<file path="src/rtl/turn_sequencer.sv">
// rtl/turn_sequencer.sv - game turn controller: button debounce, turn FSM, winner latch
//
// Owns the 2-bit current-player index T consumed by the player-select decoder.
// A debounced start/restart button walks the game IDLE -> PLAY -> OVER -> IDLE;
// misses from the tile-compare stage advance T modulo PLAYERS, and a win
// freezes T and latches the winner.
//
// Parameters:
//   PLAYERS          number of active players (2..4); T wraps modulo PLAYERS
//   DEBOUNCE_CYCLES  consecutive stable cycles before a button level is accepted (>= 2)
//
// Ports:
//   clk           in   system clock
//   rst           in   synchronous active-high reset
//   btn_in        in   raw push-button level, asynchronous to clk
//   result_valid  in   one-cycle pulse: a guess has been resolved
//   result_hit    in   qualifies result_valid: 1 = hit, 0 = miss
//   win_in        in   one-cycle pulse: current player has won
//   T             out  current player index (registered)
//   turn_change   out  one-cycle pulse in the first cycle a new T / new game is valid
//   playing       out  high while in PLAY
//   game_over     out  high while in OVER
//   winner        out  player index latched at the win; valid while game_over

module turn_sequencer #(
  parameter int PLAYERS         = 4,
  parameter int DEBOUNCE_CYCLES = 1000000
) (
  input  logic       clk,
  input  logic       rst,
  input  logic       btn_in,
  input  logic       result_valid,
  input  logic       result_hit,
  input  logic       win_in,
  output logic [1:0] T,
  output logic       turn_change,
  output logic       playing,
  output logic       game_over,
  output logic [1:0] winner
);

  localparam int             CW       = $clog2(DEBOUNCE_CYCLES + 1);
  localparam logic [CW-1:0]  CNT_LAST = CW'(DEBOUNCE_CYCLES - 1);
  localparam logic [1:0]     T_LAST   = 2'(PLAYERS - 1);

  typedef enum logic [1:0] {
    S_IDLE = 2'd0,
    S_PLAY = 2'd1,
    S_OVER = 2'd2
  } state_t;

  // ---------------------------------------------------------------------------
  // Button conditioning: 2-flop synchroniser, then a stability counter.
  // ---------------------------------------------------------------------------
  logic [1:0]    sync_q;
  logic          btn_s;
  logic          btn_deb_q, btn_deb_d;
  logic          btn_prev_q;
  logic [CW-1:0] cnt_q, cnt_d;
  logic          press;

  assign btn_s = sync_q[1];

  // The counter only runs while the synchronised level disagrees with the
  // accepted level; any agreement (a bounce back) restarts the count. Accepting
  // on CNT_LAST means the new level must have been seen on DEBOUNCE_CYCLES
  // consecutive edges.
  always_comb begin
    cnt_d     = '0;
    btn_deb_d = btn_deb_q;
    if (btn_s != btn_deb_q) begin
      if (cnt_q == CNT_LAST) begin
        btn_deb_d = btn_s;
      end else begin
        cnt_d = cnt_q + CW'(1);
      end
    end
  end

  // Rising edge of the accepted level only; releases are silent.
  assign press = btn_deb_q & ~btn_prev_q;

  // ---------------------------------------------------------------------------
  // Turn state machine.
  // ---------------------------------------------------------------------------
  state_t     state_q, state_d;
  logic [1:0] t_q, t_d;
  logic [1:0] winner_q, winner_d;
  logic       turn_change_q, turn_change_d;
  logic       playing_q, playing_d;
  logic       game_over_q, game_over_d;

  always_comb begin
    state_d       = state_q;
    t_d           = t_q;
    winner_d      = winner_q;
    turn_change_d = 1'b0;

    unique case (state_q)
      S_IDLE: begin
        t_d = 2'd0;
        if (press) begin
          state_d       = S_PLAY;
          turn_change_d = 1'b1;
        end
      end

      S_PLAY: begin
        // A win ends the game even if a result arrives in the same cycle.
        if (win_in) begin
          state_d  = S_OVER;
          winner_d = t_q;
        end else if (result_valid && !result_hit) begin
          t_d           = (t_q == T_LAST) ? 2'd0 : t_q + 2'd1;
          turn_change_d = 1'b1;
        end
      end

      S_OVER: begin
        if (press) begin
          state_d  = S_IDLE;
          t_d      = 2'd0;
          winner_d = 2'd0;
        end
      end

      default: begin
        state_d  = S_IDLE;
        t_d      = 2'd0;
        winner_d = 2'd0;
      end
    endcase

    // Status flags are registered from the next state so they line up with T.
    playing_d   = (state_d == S_PLAY);
    game_over_d = (state_d == S_OVER);
  end

  // ---------------------------------------------------------------------------
  // Registers.
  // ---------------------------------------------------------------------------
  always_ff @(posedge clk) begin
    if (rst) begin
      sync_q        <= 2'b00;
      btn_deb_q     <= 1'b0;
      btn_prev_q    <= 1'b0;
      cnt_q         <= '0;
      state_q       <= S_IDLE;
      t_q           <= 2'd0;
      winner_q      <= 2'd0;
      turn_change_q <= 1'b0;
      playing_q     <= 1'b0;
      game_over_q   <= 1'b0;
    end else begin
      sync_q        <= {sync_q[0], btn_in};
      btn_deb_q     <= btn_deb_d;
      btn_prev_q    <= btn_deb_q;
      cnt_q         <= cnt_d;
      state_q       <= state_d;
      t_q           <= t_d;
      winner_q      <= winner_d;
      turn_change_q <= turn_change_d;
      playing_q     <= playing_d;
      game_over_q   <= game_over_d;
    end
  end

  assign T           = t_q;
  assign winner      = winner_q;
  assign turn_change = turn_change_q;
  assign playing     = playing_q;
  assign game_over   = game_over_q;

endmodule

</file>
<file path="config.mk">
export PLATFORM = sky130hd
export DESIGN_NAME = turn_sequencer
export DESIGN_NICKNAME = d
export VERILOG_FILES = /design/src/rtl/turn_sequencer.sv
export SDC_FILE = /design/constraint.sdc
export NUM_CORES = 1
export LEC_CHECK = 0
export ABC_CLOCK_PERIOD_IN_PS = 3100
export CELL_PAD_IN_SITES_DETAIL_PLACEMENT = 2
export CELL_PAD_IN_SITES_GLOBAL_PLACEMENT = 2
export CORE_MARGIN = 2
export CORE_UTILIZATION = 37
export CTS_CLUSTER_DIAMETER = 100
export DETAILED_ROUTE_END_ITERATION = 7
export PLACE_DENSITY = 0.83
export SLEW_MARGIN = 10
export SYNTH_ARGS = -nofsm -noshare
export SYNTH_HDL_FRONTEND = slang
export SYNTH_SLANG_ARGS = --single-unit
</file>
<file path="constraint.sdc">
create_clock -name clk -period 3.1 [get_ports clk]
set_clock_uncertainty 0.2 [all_clocks]
set_input_delay 0.775 -clock clk [delete_from_list [all_inputs] [get_ports clk]]
set_output_delay 0.775 -clock clk [all_outputs]
set_load 0.02 [all_outputs]
</file>
==> results.toml, run 1 <==
[timing]
holdWs_ns = 0.264
timing.final.crit_period_ns = 2.56
finalCritPeriodShare = 0.827
hold_viol = 0
setup_tns_ns = 0
slew_violations = 0
slew_headroom = 0.266
tightestPinTransition_ns = 1.10
setup_viol = 0
rsz0062_at_grt = "false"
max_freq_mhz = 390

[logic_synthesis]
yosysSeqAreaShare = 0.453
netlist_area_sq_um = 1460
syn_nets = 165
synth.distinct_cells = 39
synthMuxAreaShare = 0.0146
synth_compound_area_frac = 0.0953
yosys.area_share.simple = 0.303
synth_top_family_by_area = "simple AND/OR/NAND/NOR gates"
synth_edf_count = 0
synth_xor_area_frac = 0.0901
async_reset_ff_frac = 0
ys_seq_elements = 33
syn_inst = 157
synth_fa_ha_area_frac = 0.0172
yosysWarnings = 0
syn_area_per_cell_sq_um = 9.28
ys.flop_type = "dfxtp_1"

[status]
status = "finished clean"

[routing]
vias_per_cell = 5.30
ant_nets = 0
wire_per_inst_um = 16.9
firstDrtPassIters = 4
drc_errors = 0
wl_mm = 3.76
vias = 1177
first_iter_violations = 51

[power]
p_leak_uw = 0.000529
ir_drop_uv = 247
power_density_nw_per_um2 = 445

[global_routing]
grt_max_degree = 20
grt.total_usage = 0.197
grt_pass1_wl_mm = 6.49
antenna_found_initial = 0
grt_pass1_vias = 1303
grt_overflow_total = 0

[setup_path]
cp_max_fo = 19
cp-end-kind = "flop"
path_delay_family = "compound AO/OA/AOI/OAI gates"
cp_num_buf_inv = 0
slowest_delay_ns = 1.02
cp_cell_sequence = "ha_1, nand3_1, or2_1, o41ai_4, nor2_1"
critPathArrivalTime_ns = 2.49
path_class = "flop to flop"
startpoint_type = "flop"
crit_slowest_cell = "o41ai_4"
worstPathRequired_ns = 3.03

[clock_tree]
path_clk_slew_ns = 0.06
cts-hold-fix-buffers = 0
cts_setup_buffers = 0
cts_root_buffer = "clkbuf_8"
cts-resized-gates = 0
clkSinkCount = 33
cts-htree-levels = 2
cts_buffer_depth = 2
cts_tree = "done"
numCtsBuffers = 5
clock_latency_ns = 0.29

[floorplan]
ios = 13
die_h_um = 66.8
placementRows = 22
die_w_um = 66.8
coreArea_sq_um = 3720
die-area_sq_um = 4460
start_util = 0.392

[placement]
gp_congestion = 0.800
place_hpwl_mm = 2.69
place_inst = 214
portBuffers = 12

[job]
drv_cap = 0

[hold_path]
hp-class = "flop to flop"

[layout]
final_nets = 181
layout-drive-gt1-share = 0.0862
final_cells = 222
syn_to_final_growth_pct = 16.7
num_antenna_cells = 0
utilization = 0.458
-- cell usage after synthesis (4+ instances only) --
library cell  number  area [sq um]
dfxtp_1           33           661
nor2_1            21          78.8
nand2_1           11          41.3
xnor2_1           11          96.3
nor2b_1            7          43.8
a21oi_1            6          30.0
nand3_1            6          30.0
nor3_1             5          25.0
inv_1              4          15.0
nand2b_1           4          25.0
nor4_1             4          25.0
o21ai_0            4          20.0
or3_1              4          25.0
xor2_1             4          35.0
-- path summary, 6_finish.rpt --
kind,start,endpoint,slack (ns),cells past startpoint
min,cnt_q[0]$_SDFF_PP0_,cnt_q[0]$_SDFF_PP0_,0.26,1
min reg2reg,cnt_q[0]$_SDFF_PP0_,cnt_q[0]$_SDFF_PP0_,0.26,1
max,cnt_q[0]$_SDFF_PP0_,cnt_q[4]$_SDFF_PP0_,0.54,5
max reg2reg,cnt_q[0]$_SDFF_PP0_,cnt_q[4]$_SDFF_PP0_,0.54,5
-- area by class of cell --
type	count	area [sq um]
inverters	4	15.0
fillers	395	2010
flip-flops and latches	33	661
repair buffers	13	128
clock buffers	8	80.1
well taps	48	60.1
multi-input cells	116	758
-- kinds of logic after synthesis --
kind of cell / count (synthesis)
AND/OR/NAND/NOR: 78
flip-flops: 33
AO/OA/AOI/OAI: 19
XOR/XNOR: 15
buffers and inverters: 8
multiplexers: 2
adder cells (fa/ha/maj): 2
-- metrics by stage --
| stage | total power, uW | cell area, sq um | setup WS [ns] |
|---|---|---|---|
| 6_report | 757 | 1700 | 0.536 |
| 5_1_grt | 788 | 1700 | 0.277 |
| 4_1_cts | 764 | 1700 | 0.515 |
| 2_1_floorplan | 443 | 1460 | 1.00 |
| 3_3_place_gp | 453 | 1620 | 0.684 |
| 3_5_place_dp | 455 | 1620 | 0.510 |
-- cell usage in the layout (no fill, tap or decap), drive strengths merged, types with 4 or more instances in the layout --
master	netlist	final
nand2b	4	4
clkdlybuf4s50	0	12
nor4	4	4
xnor2	11	11
o21ai	4	4
xor2	4	4
nand3	7	7
nor2b	7	7
nor3	5	5
a21oi	7	7
inv	4	4
nand2	11	11
nand4	4	4
dfxtp	33	33
nor2	21	21
clkbuf	2	8
or3	4	4
-- metal layers --
layer	wire (um)	global-route usage	part of all wire	vias to the layer above
li1	-	-	-	582
met1	1780	0.245	0.47	581
met2	1840	0.335	0.49	11
met3	107	0.0557	0.028	3
met4	31	0.0459	0.0082	0
met5	0	0	0	-
-- flip-flops by register name (all words and copies together), names as in the netlist --
| name | flops |
|---|---|
| turn_change | 1 |
| cnt_q | 20 |
| btn_deb_q | 1 |
| playing | 1 |
| btn_prev_q | 1 |
| winner | 2 |
| game_over | 1 |
| sync_q | 2 |
| state_q | 2 |
| T | 2 |
-- worst reg2reg max path, delay by kind of cell (launching register included) --
| family | cells | cell delay (ns) |
|---|---|---|
| adders and majority gates | 1 | 0.25 |
| DFF | 1 | 0.37 |
| AOI/OAI and AO/OA | 1 | 1.02 |
| and+or+nand+nor | 3 | 0.57 |
-- power by group --
group	internal, uW	switching (uW)
clock	159	153
combinational	9.30	9.11
sequential	426	0.944
total	594	163
Note: power is estimated with default switching activity, not from simulation.
==> run 2, diff against run 1 <==
--- a/config.mk
+++ b/config.mk
@@ -5,14 +5,14 @@
 export SDC_FILE = /design/constraint.sdc
 export NUM_CORES = 1
 export LEC_CHECK = 0
-export ABC_CLOCK_PERIOD_IN_PS = 3100
+export ABC_CLOCK_PERIOD_IN_PS = 2100
 export CELL_PAD_IN_SITES_DETAIL_PLACEMENT = 2
 export CELL_PAD_IN_SITES_GLOBAL_PLACEMENT = 2
 export CORE_MARGIN = 2
-export CORE_UTILIZATION = 37
+export CORE_UTILIZATION = 31
 export CTS_CLUSTER_DIAMETER = 100
 export DETAILED_ROUTE_END_ITERATION = 7
-export PLACE_DENSITY = 0.83
+export PLACE_DENSITY = 0.74
 export SLEW_MARGIN = 10
 export SYNTH_ARGS = -nofsm -noshare
 export SYNTH_HDL_FRONTEND = slang
==> constraint.sdc (replaced) <==
create_clock -name clk -period 2.1 [get_ports clk]
set_clock_uncertainty 0.2 [all_clocks]
set_input_delay 0.525 -clock clk [delete_from_list [all_inputs] [get_ports clk]]
set_output_delay 0.525 -clock clk [all_outputs]
set_load 0.02 [all_outputs]
==> results.toml, run 2 (same netlist as run 1, synthesis figures left out) <==
[status]
status = "finished clean"

[global_routing]
grt_overflow_total = 0
grt.total_usage = 0.160
grt_pass1_wl_mm = 6.37
grt_pass1_vias = 1305
antenna_found_initial = 0
grt_max_degree = 14

[floorplan]
coreArea_sq_um = 4440
die_w_um = 72.6
placementRows = 24
die-area_sq_um = 5270
die_h_um = 72.6
ios = 13
start_util = 0.328

[layout]
syn_to_final_growth_pct = 28.2
num_antenna_cells = 0
final_cells = 235
largest_reg_flops = 20
utilization = 0.421
final_common_cell = "dfxtp_1"
final_cell_mix = "dfxtp_1, nor2_1, nand2_1, xnor2_1, clkdlybuf4s50_1"
regMostFlops = "cnt_q"
layout-drive-gt1-share = 0.186
final_nets = 190

[timing]
rsz0062_at_grt = "false"
setup_viol = 0
timing.final.crit_period_ns = 2.03
max_freq_mhz = 493
setup_tns_ns = 0
worst_slack_ns = 0.0732
finalCritPeriodShare = 0.965
tightestPinTransition_ns = 0.396
hold_viol = 0
slew_violations = 0
slew_headroom = 0.735

[clock_tree]
cts-htree-levels = 2
path_clk_slew_ns = 0.08
clkSinkCount = 33
cts_tree = "done"
clock_latency_ns = 0.29
cts_buffer_depth = 2
cts_root_buffer = "clkbuf_8"
numCtsBuffers = 5

[hold_path]
hp-class = "flop to flop"
min_from = "cnt_q[0]$_SDFF_PP0_"
hold_end = "cnt_q[0]$_SDFF_PP0_"
hold_depth = 1

[setup_path]
timing.rr.end = "cnt_q[15]$_SDFF_PP0_"
cp_num_buf_inv = 1
slowest_delay_ns = 0.63
cp_max_fo = 4
path_delay_family = "buffers and inverters"
worstPathRequired_ns = 1.37
r2r_start = "cnt_q[4]$_SDFF_PP0_"
startpoint_type = "flop"
r2r_slack_ns = 0.10
crit_slowest_cell = "clkdlybuf4s50_1"
reg2reg_depth = 5
cp_cell_sequence = "clkdlybuf4s50_1"
path_class = "flop to output pin"
critPathArrivalTime_ns = 1.30
cp-end-kind = "output pin"

[power]
power_density_nw_per_um2 = 734
p_leak_uw = 0.000622
ir_drop_uv = 449
power_uw = 1370

[routing]
first_iter_violations = 41
ant_nets = 0
firstDrtPassIters = 4
vias = 1209
wl_mm = 3.77
wire_per_inst_um = 16.0
drc_errors = 0
vias_per_cell = 5.14

[placement]
place_inst = 226
dp_slack_ns = -0.0349
place_hpwl_mm = 2.83
portBuffers = 12
gp_congestion = 0.723

[job]
drv_cap = 0
==> run 2: layout make-up <==
type | instances | area (sq um)
clock inverters | 3 | 65.1
fillers | 491 | 2570
inverters | 4 | 15.0
multi-input cells | 116 | 786
clock buffers | 5 | 68.8
flip-flops and latches | 33 | 664
repair buffers | 22 | 205
well taps | 52 | 65.1
==> run 2: power breakdown <==
part	internal [uW]	leakage (uW)	total (uW)	switching (uW)
sequential	628	0.000268	629	1.42
clock	472	0.0000681	711	240
combinational	17.4	0.000286	31.6	14.2
total	1120	0.000622	1370	255
==> run 2: metrics by stage <==
step / hold slack (ns) / cell area [sq um]
5_1_grt: 0.268 / 1870
3_3_place_gp: 0.217 / 1690
4_1_cts: 0.256 / 1840
6_report: 0.251 / 1870
2_1_floorplan: 0.214 / 1460
3_5_place_dp: 0.240 / 1690
==> run 2: per-layer routing <==
layer,vias up,track usage,wire length [um],share of wire
li1,603,-,-,-
met1,588,0.200,1710,0.45
met2,13,0.265,1900,0.50
met3,5,0.0539,122,0.032
met4,0,0.0370,34,0.0090
met5,-,0,0,0
==> run 2: worst max path at each step <==
stage	cells after the start	end	startpoint	slack, ns
floorplan	6	cnt_q[10]$_SDFF_PP0_	cnt_q[0]$_SDFF_PP0_	0.002
global placement	5	btn_deb_q$_SDFFE_PP0P_	cnt_q[0]$_SDFF_PP0_	0.10
detailed placement	5	btn_deb_q$_SDFFE_PP0P_	cnt_q[0]$_SDFF_PP0_	-0.03
CTS	5	btn_deb_q$_SDFFE_PP0P_	cnt_q[0]$_SDFF_PP0_	0.01
global route	5	btn_deb_q$_SDFFE_PP0P_	cnt_q[7]$_SDFF_PP0_	0.007
finish	1	T[1]	T[1]$_SDFFE_PP0P_	0.07
==> run 2: repair_timing <==
action,CTS,global route
hold endpoints to repair,0,0
hold buffers,0,0
endpoints found under the setup margin,13,21
pin swaps,1,4
gates resized for setup,4,8
buffers inserted,0,0
cloned,0,1
